`src/rtl/bvule_shl_witness_checker_sat_counter.sv`:
```
`default_nettype none
// +------------------------------------------------------------------+
// | sat_counter : up-counter that sticks at all-ones                 |
// | Rev 1.0                                                          |
// +------------------------------------------------------------------+
module sat_counter #(
  parameter int CNT_W = 16
) (
  input  logic             clk,
  input  logic             rst_n,
  input  logic             inc,
  output logic [CNT_W-1:0] count
);

  always_ff @(posedge clk or negedge rst_n) begin
    if (!rst_n) begin
      count <= '0;
    end else if (inc && (count != {CNT_W{1'b1}})) begin
      count <= count + 1'b1;
    end
  end

endmodule
`default_nettype wire

```
`config.mk`:
```
export PLATFORM = sky130hd
export DESIGN_NAME = sat_counter
export DESIGN_NICKNAME = d
export VERILOG_FILES = /design/src/rtl/bvule_shl_witness_checker_sat_counter.sv
export SDC_FILE = /design/constraint.sdc
export NUM_CORES = 1
export LEC_CHECK = 0
export BUFFER_PORTS_ARGS = -buffer_cell sky130_fd_sc_hd__buf_2
export CORE_MARGIN = 5
export CORE_UTILIZATION = 55
export CTS_CLUSTER_DIAMETER = 100
export DETAILED_ROUTE_END_ITERATION = 10
export PLACE_DENSITY = 0.88
export SYNTH_ARGS = -nofsm -noshare
export SYNTH_HDL_FRONTEND = slang
export SYNTH_SLANG_ARGS = --single-unit
```
`constraint.sdc`:
```
create_clock -name clk -period 3.54 [get_ports clk]
set_input_delay 0.354 -clock clk [delete_from_list [all_inputs] [get_ports clk]]
set_output_delay 0.354 -clock clk [all_outputs]
set_load 0.1 [all_outputs]
```
==> results.cfg <==
[outcome]
outcome = complete, no violations

[cts]
insertion_delay_ns = 0.28
clkSinkCount = 16
cts_root_buf = clkbuf_4
h-tree-depth = 1
ctsResizeCount = 0
path_clk_slew_ns = 0.08
cts_buffers = 3
cts_tree = built
max-clock-path-buffers = 2

[power_and_ir_drop]
power_frac_seq = 0.367
combPwrFrac = 0.509
intPower_mw = 0.320
power.leakage_nw = 0.467
power_mw = 0.755
p_sw_mw = 0.435
ir_worst_vdd_uv = 441
clkPwrFrac = 0.123
pwr_density_cell_nw_per_um2 = 753
swShare = 0.576

[worst_setup_path]
worstPathBufferInverterCount = 0
cp.required_ns = 3.71
crit_fanout = 6
r2r_slack_ns = 1.86
r2r_start = count[0]
max_stage_delay_ns = 0.42
cp.arrival_ns = 1.85
critPathTopFamily = simple AND/OR/NAND/NOR gates
crit_chain = ha_1 -> nand2_1 -> nor4_4 -> nand4_1 -> xnor2_1
r2r_end = count[14]
crit_path_end_kind = register
cp_slowest_cell = dfrtp_1
worst_setup_path_start_kind = register
path_class = register to register
reg2regPathDepth = 5

[timing]
period_needed_ns = 1.68
finalHoldViolations = 0
rsz0062_at_grt = no
fin_setup_tns_ns = 0
slew-limit-headroom = 0.674
finalCritPeriodShare = 0.476
skew_ns = 0.00238
drv_slew = 0
fmax_ghz = 0.594
finalSetupViolations = 0
tightest_slew_ns = 0.492

[placed_design]
dp_hpwl_mm = 1.46
portBuffers = 18
place_inst = 106
gp_congestion = 0.776

[global_routing]
grtUsageTotal = 0.170
grt-ovfl-total = 0
grt_max_degree = 17
antenna_found_initial = 0
use_met1 = 0.211
grt_pass1_vias = 717
use_met3 = 0.0361
gr-max-usage-layer = met2
grt_use_met2 = 0.273
grt_pass1_wl_mm = 3.31

[detailed_routing]
firstDrtPassIters = 4
num_vias = 723
drtAntennaViolNets = 0
route.detailed.drc = 0
routed_wl_mm = 1.95
drt-initial-drc-count = 33
wl_per_cell_um = 17.7
vias_per_cell = 6.57

[synthesis]
syn_inst = 72
synth_top_family_by_area = simple AND/OR/NAND/NOR gates
synth_nets = 76
synth.mux.area_fraction = 0.0131
synth_seq_area_share = 0.466
synthDistinctLibCells = 27
synth_xor_area_frac = 0.0713
synthAdderAreaFrac = 0.0146
synth_compound_area_frac = 0.132
synth_warnings = 0
syn_avg_cell_area_um2 = 11.9
synth-simple-area-share = 0.303
synth_seq_cells = 16
syn_area_um2 = 860

[final_layout]
finalNonFillerCells = 110
area_growth_pct = 16.6
top_register = count
n_antenna_cell = 0
reg_top3 = count (16)
layout-drive-gt1-share = 0.330
final_nets = 100
largest_reg_flops = 16

[floorplanning]
start_util = 0.577
die_h_um = 49.5
core_um2 = 1490
die_width_um = 49.5
ioPinCount = 19
die_area_um2 = 2450
fp-row-count = 14

[job]
max_cap_violations = 0

[min_path]
worstHoldEndpoint = count[0]
min_path_type = primary input to register
min_path_cells = 3
worstHoldStart = inc
cells in the final DEF (no fill, tap or decap), types with 2 or more instances in the layout:
cell,instances
nor4_4,2
a31oi_1,3
nand3_1,5
nor2_1,2
clkbuf_4,3
nand4_1,8
xnor2_1,5
and3_1,2
a21oi_1,3
o21a_1,5
buf_2,18
dfrtp_1,16
nand2_1,4
xor2_1,2
stage by stage:
stage                     worst slack [ns]   util  area, um^2  hold WS [ns]
final                                 1.86  0.673        1000         0.376
after global routing                  1.71  0.673        1000         0.372
after CTS                             1.89  0.673        1000         0.372
after detailed placement              1.91  0.651         970         0.282
after global placement                1.96  0.651         970         0.284
after floorplan                       1.35      -         860        0.0584
kinds of logic (layout without fill, tap and decap cells):
group                      count (synthesis)  count (layout)
AOI/OAI and AO/OA                         15              15
DFF                                       16              16
buffers and inverters                      0              22
and+or+nand+nor                           32              32
xor gates and xnor gates                   7               7
adders and majority gates                  1               1
muxes                                      1               1
power groups by stage:
stage,logic (mW),registers [mW],clock network (mW)
6_report,0.384,0.277,0.0932
5_1_grt,0.396,0.286,0.104
4_1_cts,0.385,0.277,0.0943
3_5_place_dp,0.385,0.281,0
3_3_place_gp,0.383,0.275,0
2_1_floorplan,0.0693,0.525,0
tightest hold or removal path, delay by kind of cell:
family	cells	cell delay, ns
AO/OA/AOI/OAI	1	0.07
XOR/XNOR	1	0.06
buffers and inverters	1	0.14
synth_stat cells:
cell type,count,area [um^2]
and4_1,1,8.76
nand3_1,5,25.0
ha_1,1,12.5
mux2_1,1,11.3
o21ai_0,1,5.00
nand4_4,1,21.3
o21a_1,5,37.5
dfrtp_1,16,400
o31ai_4,1,21.3
and4b_1,1,10.0
a32oi_1,1,8.76
nand2_1,4,15.0
and4_2,1,10.0
a31oi_1,3,18.8
and4_4,1,11.3
nor2_2,1,6.26
nand4_1,8,50.1
nor2_1,2,7.51
and3_1,2,12.5
nand3_4,1,17.5
nor4_4,2,42.5
o211ai_1,1,7.51
nor3_2,1,10.0
xnor2_1,5,43.8
a21oi_1,3,15.0
nand4_2,1,12.5
xor2_1,2,17.5
final cells by class:
type	count	area [um^2]
clock buffer	3	22.5
multi-input combinational	56	459
fill	117	487
sequential	16	400
tap	16	20.0
timing repair buffer	19	100
worst max path at each step:
stage,startpoint,end,cells after the start,slack [ns]
floorplan,count[6],count[14],4,1.35
global placement,count[13],count[1],4,1.96
detailed placement,count[0],count[14],5,1.91
CTS,count[0],count[14],5,1.89
global route,count[0],count[14],5,1.71
finish,count[0],count[14],5,1.86
routing by layer:
layer / up-vias / share of wire / wire (um)
li1: 334 / - / -
met1: 354 / 0.40 / 784
met2: 28 / 0.51 / 1000
met3: 7 / 0.060 / 116
met4: 0 / 0.022 / 42
met5: - / 0 / 0
repair_timing:
action,4_1_cts,5_1_grt
endpoints found under the setup margin,0,0
endpoints found under the hold margin,16,0
hold buffers,1,0
buffers inserted,0,0
Note: power is estimated with default switching activity, not from simulation.
